File: src/rtl/sort_pkg.sv
// sort_pkg: shared definitions for the RAM bubble-sort engine.
//   - sort_state_e : controller state encoding
//   - RD_LAT_MIN / RD_LAT_MAX : supported RAM read-latency range
//   - LAT_CNT_W    : width of the read-latency counter
//   - lat_terminal : last value of the read-latency counter for a given latency
package sort_pkg;

  typedef enum logic [2:0] {
    ST_IDLE     = 3'd0,
    ST_READ     = 3'd1,
    ST_WRITE    = 3'd2,
    ST_PASS_END = 3'd3,
    ST_DONE     = 3'd4
  } sort_state_e;

  localparam int RD_LAT_MIN = 1;
  localparam int RD_LAT_MAX = 4;

  // Counter only has to hold 0 .. RD_LAT_MAX-1.
  localparam int LAT_CNT_W  = 2;

  // Terminal count of the READ phase. Out-of-range latencies are clamped so
  // the counter can never run past its width.
  function automatic logic [LAT_CNT_W-1:0] lat_terminal(input int rd_latency);
    int clamped;
    if (rd_latency < RD_LAT_MIN) begin
      clamped = RD_LAT_MIN;
    end else if (rd_latency > RD_LAT_MAX) begin
      clamped = RD_LAT_MAX;
    end else begin
      clamped = rd_latency;
    end
    return LAT_CNT_W'(clamped - 1);
  endfunction

endpackage

File: src/rtl/sort_cmp_swap.sv
// sort_cmp_swap: combinational compare/exchange decision for one element pair.
// Ports:
//   a, b       - element at the lower / higher address (unsigned)
//   descending - 1: larger values go first, 0: smaller values go first
//   swap       - pair is out of order; equal values never swap
//   lo_out     - value that belongs at the lower address after the decision
//   hi_out     - value that belongs at the higher address after the decision
module sort_cmp_swap #(
  parameter int DWIDTH = 10
) (
  input  logic [DWIDTH-1:0] a,
  input  logic [DWIDTH-1:0] b,
  input  logic              descending,
  output logic              swap,
  output logic [DWIDTH-1:0] lo_out,
  output logic [DWIDTH-1:0] hi_out
);

  // Strict compare in the requested direction, then route the pair.
  always_comb begin
    swap   = 1'b0;
    lo_out = a;
    hi_out = b;
    if (descending) begin
      swap = (a < b);
    end else begin
      swap = (a > b);
    end
    if (swap) begin
      lo_out = b;
      hi_out = a;
    end else begin
      lo_out = a;
      hi_out = b;
    end
  end

endmodule

File: src/rtl/ram_sort_engine.sv
// ram_sort_engine: in-place bubble sort of an external dual-port RAM.
// Ports:
//   clk_i, srst_i            - clock, synchronous active-high reset
//   start_i, len_i,
//   descending_i             - sort request; length and order captured on accept
//   address_a_o/address_b_o  - RAM addresses of the pair j / j+1
//   data_a_o/data_b_o,
//   wren_a_o/wren_b_o        - RAM write port, active only for an actual swap
//   q_a_i/q_b_i              - RAM read data, RD_LATENCY clocks after the address
//   busy_o                   - sort in progress
//   done_o                   - one-cycle completion pulse
//   swaps_o                  - swap total of the last completed sort
module ram_sort_engine
  import sort_pkg::*;
#(
  parameter int DWIDTH     = 10,
  parameter int ADDR_SZ    = 10,
  parameter int RD_LATENCY = 2
) (
  input  logic                 clk_i,
  input  logic                 srst_i,
  input  logic                 start_i,
  input  logic [ADDR_SZ:0]     len_i,
  input  logic                 descending_i,
  output logic [ADDR_SZ-1:0]   address_a_o,
  output logic [ADDR_SZ-1:0]   address_b_o,
  output logic [DWIDTH-1:0]    data_a_o,
  output logic [DWIDTH-1:0]    data_b_o,
  output logic                 wren_a_o,
  output logic                 wren_b_o,
  input  logic [DWIDTH-1:0]    q_a_i,
  input  logic [DWIDTH-1:0]    q_b_i,
  output logic                 busy_o,
  output logic                 done_o,
  output logic [ADDR_SZ*2:0]   swaps_o
);

  localparam int SW_W = 2 * ADDR_SZ + 1;
  localparam logic [LAT_CNT_W-1:0] LAT_LAST = lat_terminal(RD_LATENCY);

  sort_state_e            state_r;
  logic                   desc_r;
  logic [ADDR_SZ-1:0]     j_r;
  logic [ADDR_SZ-1:0]     last_r;
  logic [LAT_CNT_W-1:0]   lat_cnt_r;
  logic [SW_W-1:0]        swap_cnt_r;
  logic                   swapped_r;

  logic                   swap_s;
  logic [DWIDTH-1:0]      lo_s;
  logic [DWIDTH-1:0]      hi_s;
  logic [ADDR_SZ:0]       j_next_s;
  logic                   more_s;
  logic                   in_write_s;

  // j+1 is formed one bit wider so the "more pairs in this pass" test is
  // exact even for a full 2**ADDR_SZ element RAM.
  assign j_next_s   = {1'b0, j_r} + {{ADDR_SZ{1'b0}}, 1'b1};
  assign more_s     = (j_next_s < {1'b0, last_r});
  assign in_write_s = (state_r == ST_WRITE);

  sort_cmp_swap #(
    .DWIDTH (DWIDTH)
  ) u_cmp (
    .a          (q_a_i),
    .b          (q_b_i),
    .descending (desc_r),
    .swap       (swap_s),
    .lo_out     (lo_s),
    .hi_out     (hi_s)
  );

  // The read data only becomes valid in the WRITE cycle itself, so the write
  // port has to be a registered-state gate over the live compare result.
  assign wren_a_o = in_write_s & swap_s;
  assign wren_b_o = in_write_s & swap_s;
  assign data_a_o = lo_s;
  assign data_b_o = hi_s;

  // Sort controller: state, pair index, pass bound and registered outputs.
  always_ff @(posedge clk_i) begin
    if (srst_i) begin
      state_r     <= ST_IDLE;
      desc_r      <= 1'b0;
      j_r         <= '0;
      last_r      <= '0;
      lat_cnt_r   <= '0;
      swap_cnt_r  <= '0;
      swapped_r   <= 1'b0;
      address_a_o <= '0;
      address_b_o <= '0;
      busy_o      <= 1'b0;
      done_o      <= 1'b0;
      swaps_o     <= '0;
    end else begin
      done_o <= 1'b0;
      case (state_r)
        ST_IDLE: begin
          if (start_i) begin
            desc_r     <= descending_i;
            swap_cnt_r <= '0;
            swapped_r  <= 1'b0;
            busy_o     <= 1'b1;
            j_r        <= '0;
            lat_cnt_r  <= '0;
            last_r     <= ADDR_SZ'(len_i - (ADDR_SZ + 1)'(1));
            if (len_i < (ADDR_SZ + 1)'(2)) begin
              // Nothing to order: finish without touching the RAM.
              state_r <= ST_DONE;
            end else begin
              address_a_o <= '0;
              address_b_o <= ADDR_SZ'(1);
              state_r     <= ST_READ;
            end
          end
        end

        ST_READ: begin
          if (lat_cnt_r == LAT_LAST) begin
            lat_cnt_r <= '0;
            state_r   <= ST_WRITE;
          end else begin
            lat_cnt_r <= lat_cnt_r + LAT_CNT_W'(1);
          end
        end

        ST_WRITE: begin
          if (swap_s) begin
            swap_cnt_r <= swap_cnt_r + SW_W'(1);
            swapped_r  <= 1'b1;
          end
          if (more_s) begin
            j_r         <= j_next_s[ADDR_SZ-1:0];
            address_a_o <= j_next_s[ADDR_SZ-1:0];
            address_b_o <= j_r + ADDR_SZ'(2);
            state_r     <= ST_READ;
          end else begin
            state_r <= ST_PASS_END;
          end
        end

        ST_PASS_END: begin
          // A clean pass, or only one pair left, means the array is ordered.
          if (!swapped_r || (last_r == ADDR_SZ'(1))) begin
            state_r <= ST_DONE;
          end else begin
            last_r      <= last_r - ADDR_SZ'(1);
            j_r         <= '0;
            swapped_r   <= 1'b0;
            address_a_o <= '0;
            address_b_o <= ADDR_SZ'(1);
            state_r     <= ST_READ;
          end
        end

        ST_DONE: begin
          done_o  <= 1'b1;
          swaps_o <= swap_cnt_r;
          busy_o  <= 1'b0;
          state_r <= ST_IDLE;
        end

        default: begin
          busy_o  <= 1'b0;
          state_r <= ST_IDLE;
        end
      endcase
    end
  end

endmodule
File: config.mk
export PLATFORM = sky130hd
export DESIGN_NAME = ram_sort_engine
export DESIGN_NICKNAME = d
export VERILOG_FILES = /design/src/rtl/sort_pkg.sv /design/src/rtl/sort_cmp_swap.sv /design/src/rtl/ram_sort_engine.sv
export SDC_FILE = /design/constraint.sdc
export NUM_CORES = 1
export LEC_CHECK = 0
export BUFFER_PORTS_ARGS = -buffer_cell sky130_fd_sc_hd__buf_4
export CAP_MARGIN = 20
export CORE_MARGIN = 2
export CORE_UTILIZATION = 58
export CTS_BUF_LIST = sky130_fd_sc_hd__clkbuf_4
export DETAILED_ROUTE_END_ITERATION = 16
export PLACE_DENSITY = 0.81
export SLEW_MARGIN = 20
export SYNTH_ARGS = -nofsm -noshare
export SYNTH_HDL_FRONTEND = slang
export SYNTH_SLANG_ARGS = --single-unit
File: constraint.sdc
create_clock -name clk_i -period 5.5 [get_ports clk_i]
set_input_delay 1.65 -clock clk_i [delete_from_list [all_inputs] [get_ports clk_i]]
set_output_delay 1.65 -clock clk_i [all_outputs]
set_load 0.02 [all_outputs]
==> impl_results.md <==
- Most frequent cells in the layout: 107 x nand2_1, 104 x buf_4, 91 x dfxtp_1
- CTS clk-pin slew, worst paths: roughly 150 ps
- Post-layout min period: ~5400 ps
- First-pass GRT wire length: 22120 um
- Die height: just under 100 um
- CTS Root Cell: clkbuf_4
- Syn Nets: about 720
- Antenna Nets Post-Route: 0
- Part of the Yosys area used for sequential elements: 35.45%
- GRT Residual Overflow: 0
- Routed wire length: between 10000 and 15000 um
- Async SR Flop Fraction: 0%
- Final WS setup: about 100 ps
- GRT Total Usage: 27.33%
- Final Hold Fails: 0
- Largest net degree at the start of global routing: 49
- Area share of the largest cell type after synthesis: 35.45%
- Class of the worst hold path: reg2reg
- I/O Pins: 100
- Initial Util: ~60%
- Number of synthesized flops with an enable pin: 0
- Die X-Extent: 98.13 um
- Vias per std cell: slightly above 6
- CTS Buf Count: 9
- WP data required: ~3900 ps
- Setup-failing EPs final: 0
- Synth Register Bits: 91
- Power per cell area: 231.8 nW/um^2
- Fin Setup TNS: 0 ps
- DRT iter0 DRCs: ~300
- Worst-Skew Late Latency: roughly 450 ps
- Core box area: 8636 um^2
- Cell Area, Placed: 5896 um^2
- Run status: finished clean
- Primary FF master, synth: dfxtp_1
- Cells resized by post-CTS repair: 0
- Synth top area cells: dfxtp_1 35%, nand2_1 7.8%, ha_1 6.1%
- Layout cells sized above 1: around 20%
- Synth Instances: 655
- CP Launch Type: primary input
- Minimum hold slack: 457.2 ps
- RSZ-0062 raised after global routing: no
- TritonRoute pass-1 iters: 5
- CTS tree: done
- CTS Buffer Depth: 2
- Initial antenna violation count: 0
- Post-synthesis instance area: a little over 5000 um^2
- Max_cap viols: 0
- Hold buffers post-CTS: 0
- Antenna Cells: 0
- Clk sinks: 91
- Syn_area_per_cell: 7.845 um^2
- Crit Path Max Fanout: 16
- Most common cell after layout, fill and taps aside: nand2_1
- Clock skew: 18.11 ps
- Final Max Slew Viols: 0
- PortBufs: 99
- H-Tree Depth: 3
- Setup CP Type: in2out
- VDD IR max: between 0.1 and 0.15 mV
- DP HPWL: 9631 um
- Worst setup EP type: output pin
- GP Congestion: 0.9001
- Row count: 34
- Headroom to the max-slew limit: 32.05%
- Distinct cells, synth: 58
- Post-place setup slack: 86.09 ps
- Worst EP arrival: 3750 ps
- Residual DRC: 0
- Maximum clock frequency: 185.2 MHz
- Pleak: 2.603 nW
- Slew @ Worst Pin: 1019 ps
- Die area: roughly 9600 um^2
- Tcrit/Tclk final: 98.18%
- Area Overhead vs Synth: 18.33%
- Routed WL per cell: between 15 and 20 um
- Final #Nets: 790
- Post-layout instance area: 6081 um^2
- Via count: 5117
- Largest area contributor in the netlist: dfxtp_1
- Vias in the first global route: 4732
- Ys Warns: 0
==> routing by layer <==
layer | part of all wire, % | GRT usage, %
met2 | 49 | 45.47
met1 | 43 | 35.71
met4 | 1.5 | 8.333
met5 | 0 | 0
met3 | 6.3 | 5.870
==> final timing paths <==
kind                  start        endpoint  slack (ps)  depth (start not counted)
min          address_b_o[0]  address_b_o[0]         460                          2
max                q_b_i[5]     data_b_o[3]         100                         10
min reg2reg  address_b_o[0]  address_b_o[0]         460                          2
max reg2reg          j_r[0]  address_a_o[5]        1890                         12
==> critical path, cell delays in order <==
cell and delay (ps):
buf_4 80, inv_1 40, ha_1 310, nand4_1 140, a211o_1 290, o211ai_1 200, mux2i_4 350, buf_12 180
mux2_2 350, buf_4 160
==> sequential cells by signal, indices dropped and copies added (netlist names) <==
name and flops:
swap_cnt_r 21, swaps_o 21, address_a_o 10, address_b_o 10, j_r 10, last_r 10, state_r 3, lat_cnt_r 2
busy_o 1, desc_r 1, done_o 1, swapped_r 1
==> Yosys cell counts, types with 2 or more instances <==
cell type,count
o211ai_1,10
nor4_1,14
xnor2_1,12
ha_1,25
o31ai_1,8
buf_1,2
buf_2,3
or3_1,3
mux2i_1,3
nand2_1,107
nor4b_1,2
a21oi_1,58
buf_4,2
a31o_2,10
xor2_1,11
and3_1,4
a31oi_1,6
o21a_1,5
o21ai_0,31
buf_6,2
o41ai_1,3
and2_1,5
or4_1,6
a221oi_1,2
o311ai_0,2
a22o_1,10
a21o_1,13
nor3b_1,3
inv_1,36
nand4_1,9
nand3_1,26
nor3_1,17
clkbuf_1,33
dfxtp_1,91
nor2_1,36
a211o_1,6
o22a_1,3
mux2_2,10
nand2b_1,2
a32o_1,2
o22ai_1,5
==> timing repair <==
action,4_1_cts,5_1_grt
buffers inserted,0,1
endpoints found under the setup margin,0,9
endpoints found under the hold margin,0,0
==> metrics by stage <==
step | std cells | util (%) | power, W
5_1_grt | 843 | 70.41 | 0.001475
4_1_cts | 841 | 70.04 | 0.001401
3_3_place_gp | 825 | 68.27 | 0.001002
6_report | 843 | 70.41 | 0.001410
2_1_floorplan | 655 | - | 0.0008974
3_5_place_dp | 825 | 68.27 | 0.001009
==> cell families (layout without fill, tap and decap cells) <==
logic type / Yosys count / in the layout / share of synthesized area (%)
xor gates and xnor gates: 23 / 23 / 3.920
muxes: 14 / 14 / 3.068
DFF: 91 / 91 / 35.45
adders and majority gates: 25 / 25 / 6.087
and+or+nand+nor: 243 / 243 / 22.38
AOI/OAI and AO/OA: 180 / 180 / 22.82
buffers and inverters: 79 / 159 / 6.282
==> power by group <==
part	switching [W]	internal, W	leakage (nW)
Clock	0.000253	0.000147	0.0766
Combinational	0.000191	0.000129	1.79
Sequential	0.0000172	0.000673	0.736
Total	0.000460	0.000949	2.60
==> final cells by class <==
type                    instances  area [um^2]
clock buffers                   9        67.56
clock inverters                 7        85.08
fillers                       705         2555
inverters                      37        138.9
multi-input cells             485         3007
flip-flops and latches         91         1822
well taps                     108        135.1
repair buffers                106        825.8
No activity file was read; power rests on OpenSTA's default activity.
